===== config.mk =====
export PLATFORM = sky130hd
export DESIGN_NAME = spi_cmd_ctrl
export DESIGN_NICKNAME = d
export VERILOG_FILES = /design/src/rtl/spi_cmd_pkg.sv /design/src/rtl/spi_reg_bank.sv /design/src/rtl/spi_cmd_ctrl.sv
export SDC_FILE = /design/constraint.sdc
export NUM_CORES = 1
export LEC_CHECK = 0
export CORE_ASPECT_RATIO = 2
export CORE_MARGIN = 1
export CORE_UTILIZATION = 44
export CTS_CLUSTER_DIAMETER = 200
export DETAILED_ROUTE_END_ITERATION = 12
export DONT_BUFFER_PORTS = 1
export SYNTH_ARGS = -nofsm -noshare
export SYNTH_HDL_FRONTEND = slang
export SYNTH_SLANG_ARGS = --single-unit
export TNS_END_PERCENT = 20

===== constraint.sdc =====
create_clock -name sys_clk -period 2.3 [get_ports sys_clk]
set_clock_uncertainty 0.05 [all_clocks]
set_input_delay 0.115 -clock sys_clk [delete_from_list [all_inputs] [get_ports sys_clk]]
set_output_delay 0.115 -clock sys_clk [all_outputs]
set_load 0.05 [all_outputs]

===== src/rtl/spi_cmd_pkg.sv =====
`default_nettype none
// ============================================================================
//  Module      : spi_cmd_pkg
//  Description : Shared types and constants for the SPI command controller:
//                FSM state encoding, command byte layout, reset defaults.
//  Revision    : 1.0 - initial release
// ============================================================================
package spi_cmd_pkg;

    // Command FSM states
    typedef enum logic [2:0] {
        S_IDLE = 3'd0,
        S_CMD  = 3'd1,
        S_WR   = 3'd2,
        S_RD   = 3'd3,
        S_DROP = 3'd4
    } state_e;

    // Command byte: bit 7 selects read (1) or write (0)
    localparam int         CMD_RD_BIT  = 7;
    // Default power-on value of reg[0]
    localparam logic [7:0] RST_VAL_DEF = 8'h30;

    // A command is well formed when every bit between the address field and
    // the read/write flag is zero.
    function automatic logic cmd_rsv_clear(input logic [7:0] cmd, input int aw);
        return ((cmd[6:0] >> aw) == 7'd0);
    endfunction

endpackage : spi_cmd_pkg
`default_nettype wire


===== src/rtl/spi_reg_bank.sv =====
`default_nettype none
// ============================================================================
//  Module      : spi_reg_bank
//  Description : NREG x 8-bit register bank with one SPI write port, one
//                combinational read port and local increment/decrement of
//                reg[0]. An SPI write to reg[0] wins over a coincident key
//                request; the key op is parked one deep and applied next cycle.
//  Revision    : 1.0 - initial release
// ============================================================================
module spi_reg_bank
    import spi_cmd_pkg::*;
#(
    parameter int         NREG    = 8,
    parameter int         AW      = 3,
    parameter logic [7:0] RST_VAL = RST_VAL_DEF
) (
    input  logic          clk_i,
    input  logic          rst_i,
    input  logic          wr_en_i,
    input  logic [AW-1:0] wr_addr_i,
    input  logic [7:0]    wr_data_i,
    input  logic [AW-1:0] rd_addr_i,
    input  logic          key_inc_i,
    input  logic          key_dec_i,
    output logic [7:0]    rd_data_o,
    output logic [7:0]    disp_data_o
);

    logic [7:0] regs_q [NREG];
    logic [7:0] regs_d [NREG];
    logic       pend_q;
    logic       pend_d;
    logic       pend_inc_q;
    logic       pend_inc_d;

    logic       w_inc_only;
    logic       w_dec_only;
    logic       w_wr0;

    // Simultaneous inc and dec cancel out and are treated as no request
    assign w_inc_only = key_inc_i & ~key_dec_i;
    assign w_dec_only = key_dec_i & ~key_inc_i;
    assign w_wr0      = wr_en_i && (wr_addr_i == '0);

    // Next-state of the bank: SPI write first, then reg[0] key arbitration
    always_comb begin
        regs_d     = regs_q;
        pend_d     = pend_q;
        pend_inc_d = pend_inc_q;
        if (wr_en_i) begin
            regs_d[wr_addr_i] = wr_data_i;
        end
        if (w_wr0) begin
            // SPI owns reg[0] this cycle; park the key op if the slot is free
            if (!pend_q && (w_inc_only || w_dec_only)) begin
                pend_d     = 1'b1;
                pend_inc_d = w_inc_only;
            end
        end else if (pend_q) begin
            // Parked op is applied; any new key request this cycle is dropped
            regs_d[0] = pend_inc_q ? (regs_q[0] + 8'd1) : (regs_q[0] - 8'd1);
            pend_d    = 1'b0;
        end else if (w_inc_only) begin
            regs_d[0] = regs_q[0] + 8'd1;
        end else if (w_dec_only) begin
            regs_d[0] = regs_q[0] - 8'd1;
        end
    end

    // Register bank and pending-op storage
    always_ff @(posedge clk_i) begin
        if (rst_i) begin
            for (int i = 0; i < NREG; i++) begin
                regs_q[i] <= (i == 0) ? RST_VAL : 8'h00;
            end
            pend_q     <= 1'b0;
            pend_inc_q <= 1'b0;
        end else begin
            regs_q     <= regs_d;
            pend_q     <= pend_d;
            pend_inc_q <= pend_inc_d;
        end
    end

    assign rd_data_o   = regs_q[rd_addr_i];
    assign disp_data_o = regs_q[0];

endmodule : spi_reg_bank
`default_nettype wire


===== src/rtl/spi_cmd_ctrl.sv =====
`default_nettype none
// ============================================================================
//  Module      : spi_cmd_ctrl
//  Description : Byte-level command decoder behind an SPI slave. Decodes a
//                command byte (read/write + start address), streams writes
//                into the register bank or streams reads back to the slave
//                with auto-incrementing address, and counts frames.
//  Revision    : 1.0 - initial release
// ============================================================================
module spi_cmd_ctrl
    import spi_cmd_pkg::*;
#(
    parameter int         NREG    = 8,
    parameter int         AW      = 3,
    parameter logic [7:0] RST_VAL = RST_VAL_DEF
) (
    input  logic       sys_clk,
    input  logic       rst,
    input  logic       ncs,
    input  logic       rx_valid,
    input  logic [7:0] rx_data,
    input  logic       key_inc,
    input  logic       key_dec,
    output logic [7:0] tx_data,
    output logic       tx_load,
    output logic [7:0] disp_data,
    output logic       cmd_err,
    output logic [7:0] frame_cnt
);

    state_e        state_q;
    logic [AW-1:0] addr_q;
    logic          armed_q;
    logic [7:0]    tx_data_q;
    logic          tx_load_q;
    logic          cmd_err_q;
    logic [7:0]    frame_cnt_q;

    logic          w_cmd_ok;
    logic          w_cmd_rd;
    logic          w_wr_en;
    logic [AW-1:0] w_rd_addr;
    logic [7:0]    w_rd_data;

    assign w_cmd_ok = cmd_rsv_clear(rx_data, AW);
    assign w_cmd_rd = rx_data[CMD_RD_BIT];
    assign w_wr_en  = (state_q == S_WR) && rx_valid;

    // Read address: the command's start address while decoding, otherwise the
    // next sequential address (addr_q wraps naturally since NREG = 2**AW)
    assign w_rd_addr = (state_q == S_CMD) ? rx_data[AW-1:0] : (addr_q + AW'(1));

    spi_reg_bank #(
        .NREG    (NREG),
        .AW      (AW),
        .RST_VAL (RST_VAL)
    ) u_reg_bank (
        .clk_i       (sys_clk),
        .rst_i       (rst),
        .wr_en_i     (w_wr_en),
        .wr_addr_i   (addr_q),
        .wr_data_i   (rx_data),
        .rd_addr_i   (w_rd_addr),
        .key_inc_i   (key_inc),
        .key_dec_i   (key_dec),
        .rd_data_o   (w_rd_data),
        .disp_data_o (disp_data)
    );

    // Command FSM, address counter and all registered outputs
    always_ff @(posedge sys_clk) begin
        if (rst) begin
            state_q     <= S_IDLE;
            addr_q      <= '0;
            armed_q     <= 1'b0;
            tx_data_q   <= 8'h00;
            tx_load_q   <= 1'b0;
            cmd_err_q   <= 1'b0;
            frame_cnt_q <= 8'h00;
        end else begin
            tx_load_q <= 1'b0;
            // A frame may only start once ncs has been seen high after reset
            if (ncs) begin
                armed_q <= 1'b1;
            end
            case (state_q)
                S_IDLE: begin
                    tx_data_q <= 8'h00;
                    if (!ncs && armed_q) begin
                        state_q <= S_CMD;
                    end
                end
                S_CMD: begin
                    if (rx_valid) begin
                        if (w_cmd_ok) begin
                            addr_q    <= rx_data[AW-1:0];
                            cmd_err_q <= 1'b0;
                            if (w_cmd_rd) begin
                                state_q   <= S_RD;
                                tx_data_q <= w_rd_data;
                                tx_load_q <= 1'b1;
                            end else begin
                                state_q <= S_WR;
                            end
                        end else begin
                            cmd_err_q <= 1'b1;
                            state_q   <= S_DROP;
                        end
                    end
                end
                S_WR: begin
                    if (rx_valid) begin
                        addr_q <= addr_q + AW'(1);
                    end
                end
                S_RD: begin
                    if (rx_valid) begin
                        addr_q    <= w_rd_addr;
                        tx_data_q <= w_rd_data;
                        tx_load_q <= 1'b1;
                    end
                end
                S_DROP: begin
                    tx_data_q <= 8'h00;
                end
                default: begin
                    state_q <= S_IDLE;
                end
            endcase
            // Frame end overrides the per-state transition but keeps the
            // side effects of a byte that arrived in the same cycle
            if ((state_q != S_IDLE) && ncs) begin
                state_q     <= S_IDLE;
                tx_data_q   <= 8'h00;
                tx_load_q   <= 1'b0;
                frame_cnt_q <= frame_cnt_q + 8'd1;
            end
        end
    end

    assign tx_data   = tx_data_q;
    assign tx_load   = tx_load_q;
    assign cmd_err   = cmd_err_q;
    assign frame_cnt = frame_cnt_q;

endmodule : spi_cmd_ctrl
`default_nettype wire


# After elaboration in Yosys (flattened, before gate mapping)
# Index checks and enable logic that the tools add are counted.
# classes
n_mux	34
n_shift	0
mul	0
div	0
reduce_logical	24
n_bitwise	8
order_cmp	3
n_eq_ne	10
addsub	4
# op_table
op	n
$mux 8	12
$bwmux 64	1
$mux 64	1
$bmux 8 s3	1
$demux 8 s3	1
$mux 3	8
$pmux 8 s3	1
$pmux 3 s3	2
$add 8x1->8 const B	2
$ne 2x2->1 const B	6
$reduce_and 5->1	2
$reduce_bool 3->1	3
$ge 4x4->1 const B	2
$not 3->4	2
$sub 8x1->8 const B	1
$logic_not 7->1	1
$eq 3x2->1 const B	2
$logic_and 1x1->1	6
$logic_not 3->1	2
$mux 1	6
$reduce_or 2->1	3
$lt 4x1->1 const B	1
$not 1->1	4
$reduce_and 2->1	2
other kinds (9)	11
# totals
rom_bits	0
n_memories	0
reg_bits	91
output_inout_bits	26
latch_bits	0
ramBits	0

# Logic depth before layout (Yosys ltp)
# logic_depth
word_depth	11
mapped_depth	9

# Cells and area by module
# From an unflattened synthesis, not the netlist that was laid out.
# hier_totals
cells_unflattened	557
area_unflattened_um2	4810.9
# by_module_without_submodules
module	cells_per_inst	area_per_inst_um2	n_inst
spi_reg_bank	427	3554.7	1
spi_cmd_ctrl	130	1256.2	1

# Worst setup path after synthesis
# No wires, ideal clock.
# synth_timing
kind	register -> register
from	reg state_q[0]
to	reg tx_data_q[0], in the netlist tx_data[0]
t_arrival_ps	2033
n_path_buf	1
required_ps	2130
path_stages_with_launch	7
setup_time_ps	120
period_less_slack_ps	2203
path_slack_ps	97
cell_sequence	dfxtp_1 -> buf_2 -> nor3b_1 -> mux2i_2 -> mux2i_1 -> o221ai_1 -> o31a_1
# synth_via
elab_chain_len	10
# synth_lines
element	line	source
start: declaration	spi_cmd_ctrl.sv:31	state_e state_q;
start signal: assignment	spi_cmd_ctrl.sv:73	state_q <= S_IDLE;
start signal: assignment	spi_cmd_ctrl.sv:90	state_q <= S_CMD;
start signal: assignment	spi_cmd_ctrl.sv:99	state_q <= S_RD;
$eq 3x1->1	spi_cmd_ctrl.sv:51, spi_cmd_ctrl.sv:86	
$mux 3	spi_cmd_ctrl.sv:51	assign w_rd_addr = (state_q == S_CMD) ? rx_data[AW-1:0] : (addr_q + AW'(1));
$not 3->4 (implied by the code)	spi_reg_bank.sv:85	assign rd_data_o = regs_q[rd_addr_i];
$bmux 8 s3	spi_reg_bank.sv:85	
$mux 8 (implied by the code) (2 in series)	spi_reg_bank.sv:85	
$mux 8	spi_cmd_ctrl.sv:98	if (w_cmd_rd) begin
$mux 8	spi_cmd_ctrl.sv:95	if (w_cmd_ok) begin
$mux 8	spi_cmd_ctrl.sv:94	if (rx_valid) begin
$pmux 8 s3	spi_cmd_ctrl.sv:86	case (state_q)
end signal: assignment	spi_cmd_ctrl.sv:100	tx_data_q <= w_rd_data;
end signal: assignment	spi_cmd_ctrl.sv:119	tx_data_q <= w_rd_data;
end: declaration	spi_cmd_ctrl.sv:34	logic [7:0] tx_data_q;
# Several ways; a longest one is shown, not always the timed one. The select of a mux whose other input is x is not followed.
# A chain may end at the register's enable or synchronous reset.

# Worst setup path in the final report
# layout_timing
from	reg u_reg_bank.regs_q, in the netlist u_reg_bank.disp_data_o[0]
to	reg u_reg_bank.regs_q, in the netlist u_reg_bank.disp_data_o[6]
# layout_via
elab_chain_len	5
# layout_lines
element	line	source
start: declaration	spi_reg_bank.sv:29	logic [7:0] regs_q [NREG];
start signal: indexed assignment	spi_reg_bank.sv:74	regs_q[i] <= (i == 0) ? RST_VAL : 8'h00;
start signal: assignment	spi_reg_bank.sv:79	regs_q <= regs_d;
$sub 8x1->8	spi_reg_bank.sv:61, spi_reg_bank.sv:66	
$mux 8	spi_reg_bank.sv:65	end else if (w_dec_only) begin
$mux 8	spi_reg_bank.sv:63	end else if (w_inc_only) begin
$mux 8 (*)	spi_reg_bank.sv:59	end else if (pend_q) begin
$mux 8 (*)	spi_reg_bank.sv:53	if (w_wr0) begin
# Mark *: on every way between the ends. The rest lies on a longest branch, timed or not.

==> summary.md <==
| Metric | Value |
|---|---|
| Status | `completed` |
| Leakage | `2.39 nW` |
| Via count | `4174` |
| Fin crit share | `95.0%` |
| Rel. slew slack | `58.6%` |
| Critical Path End Type | `register` |
| Crit Path Max Fanout | `3` |
| GPL Wtd Cong | `0.819` |
| Tot Pwr | `0.00344 W` |
| Final core utilization | `52.0%` |
| Async SR Flop Fraction | `0%` |
| Critical path type | `register to register` |
| Layout cells sized above 1 | `17.7%` |
| Congestion Overflow GR | `0` |
| Die span in y | `154 µm` |
| Clock H-tree levels | `3` |
| Synth top area share | `35.7%` |
| First-pass GRT wire length | `22100 µm` |
| Largest net degree at the start of global routing | `81` |
| Final setup violation count | `0` |
| Syn_nets | `568` |
| Register bit total from synthesis | `91` |
| Core area | `11300 µm²` |
| DIE WIDTH | `78.1 µm` |
| DP Wirelength | `9650 µm` |
| Most numerous cell in the Yosys netlist | `dfxtp_1` |
| CTS root buf | `clkbuf_16` |
| Layout area overhead | `14.9%` |
| Primary FF master, synth | `dfxtp_1` |
| Final hold vios | `0` |
| # clock sinks | `91` |
| EDFF count, synth | `0` |
| Mapped Avg Cell Area | `9.33 µm²` |
| Placed cell area | `5390 µm²` |
| Aggregate global-route resource usage | `24.1%` |
| Max Freq | `458 MHz` |
| Clock-pin slew on the worst setup and hold paths | `0.07 ns` |
| Hold Crit Class | `input port to register` |
| Max IR drop VDD | `0.000390 V` |
| # IOs | `40` |
| CTS tree | `built` |
| Fin Setup TNS | `0 ns` |
| Worst-Margin Slew | `0.616 ns` |
| RSZ-0062 raised after global routing | `false` |
| Iter 0 DRT Violations | `160` |
| Pre-antenna DRT Iters | `4` |
| RR Startpoint | `u_reg_bank.disp_data_o[0]` |
| Worst hold path endpoint | `state_q[0]` |
| Leading area contributor after synthesis | `dfxtp_1` |
| Residual DRC | `0` |
| Slew Viols, Final | `0` |
| Antenna Diode Count | `0` |
| Initial antenna violation count | `0` |
| Synth Cell Area | `5100 µm²` |
| Seq/Total Area, Yosys | `35.7%` |
| RR Endpoint | `u_reg_bank.disp_data_o[6]` |
| Initial core utilization | `45.2%` |
| Min-delay src | `rx_valid` |
| Mapped Cells | `547` |
| Finished Cell Area | `5860 µm²` |
| Avg WL per Cell | `19.5 µm` |
| DIE AREA | `12100 µm²` |
| Nets | `587` |
| Arrival time worst endpoint | `2.39 ns` |
| Clock latency at the later pin of the worst-skew pair | `0.35 ns` |
| CTS buffer count | `9` |
| Max Buffers Root-to-Sink | `2` |
| Synth warn | `0` |
| WP data required | `2.50 ns` |
| PortBufs | `0` |
| Netlist cell types | `61` |
| Min Tclk post-route | `2.18 ns` |
| DRT Wirelength | `13900 µm` |
| # Max-Cap Violations | `0` |
| Startpoint types | `register` |
| Pwr dens | `587 nW/µm²` |
| Via-per-instance ratio | `5.85` |
| Hold Path Stages | `3` |
| Commonest cells post-synth | `dfxtp_1 (91), nor2_1 (81), mux2i_1 (72)` |
| Vias in the first global route | `4238` |
| Worst reg-to-reg path cell count | `7` |
| Remaining antenna violation count | `0` |
| Reg2reg setup slack | `0.12 ns` |
| Area contributors post-synth | `dfxtp_1 (36%), mux2i_1 (14%), nor2_1 (6.0%)` |
| Rows | `55` |
==> worst max-delay path, stage by stage (launching register included) <==
cell,delay (ns)
dfxtp_1,0.31
inv_1,0.07
ha_1,0.19
or3b_2,0.48
or3_1,0.34
a221oi_1,0.29
a21oi_1,0.07
a221oi_1,0.29
==> worst max-delay path by stage <==
stage	slack, ns	startpoint	end
2_1_floorplan	0.1	state_q[0]	tx_data[0]
3_3_place_gp	0.14	state_q[1]	tx_data[7]
3_5_place_dp	0.11	state_q[1]	tx_data[7]
4_1_cts	0.05	state_q[1]	register
5_1_grt	0.01	state_q[0]	register
6_report	0.12	u_reg_bank.disp_data_o[0]	u_reg_bank.disp_data_o[6]
==> through the flow <==
stage	hold WS (ns)	instances	setup WS (ns)
detailed placement	0.142	682	0.115
global route	0.00575	713	0.0102
CTS	0.000786	710	0.0481
global placement	0.142	682	0.143
finish	0.00476	713	0.115
floorplan	0.144	547	0.0970
==> cells by family (layout without fill, tap and decap cells) <==
group	Yosys count	after routing	synth area share, %
AO/OA/AOI/OAI	88	88	11.7
buffers and inverters	62	86	5.91
flip-flops	91	91	35.7
AND/OR/NAND/NOR	188	188	18.4
multiplexers	101	101	24.8
XOR/XNOR	10	10	1.72
adder cells (fa/ha/maj)	7	7	1.72
==> placed cells by master (no fill, tap or decap), types with 10 or more instances in the layout <==
cell	instances
nand3_1	16
dfxtp_1	89
nor2_1	81
mux2i_1	72
a21oi_1	35
and3_1	10
dlygate4sd3_1	11
nand2_1	33
o221ai_1	10
buf_4	45
nor2b_1	10
mux2_2	11
==> timing repair <==
item / CTS / global route
gates resized for setup: 0 / 6
endpoints found under the hold margin: 89 / 0
hold buffers: 12 / 0
setup buffers: 0 / 3
endpoints found under the setup margin: 0 / 9
==> power breakdown <==
group	internal [W]	switching (W)
logic	0.000135	0.000227
clock network	0.000810	0.000659
registers	0.00159	0.0000185
==> metal layers <==
layer	track usage, %	routed length [µm]	vias up	part of all wire, %
li1	-	-	2015	-
met1	23.8	5140	2030	37
met2	45.4	7590	93	55
met3	5.49	568	36	4.1
met4	12.2	589	0	4.2
met5	0	0	-	0
==> final cells by class <==
class	instances	area [µm²]
clock inverter	5	42.5
fill	1081	5420
inverter	9	33.8
clock buffer	11	253
timing repair buffer	61	538
multi-input combinational	394	2990
tap	142	178
sequential	91	1820
No activity file was read; power rests on OpenSTA's default activity.
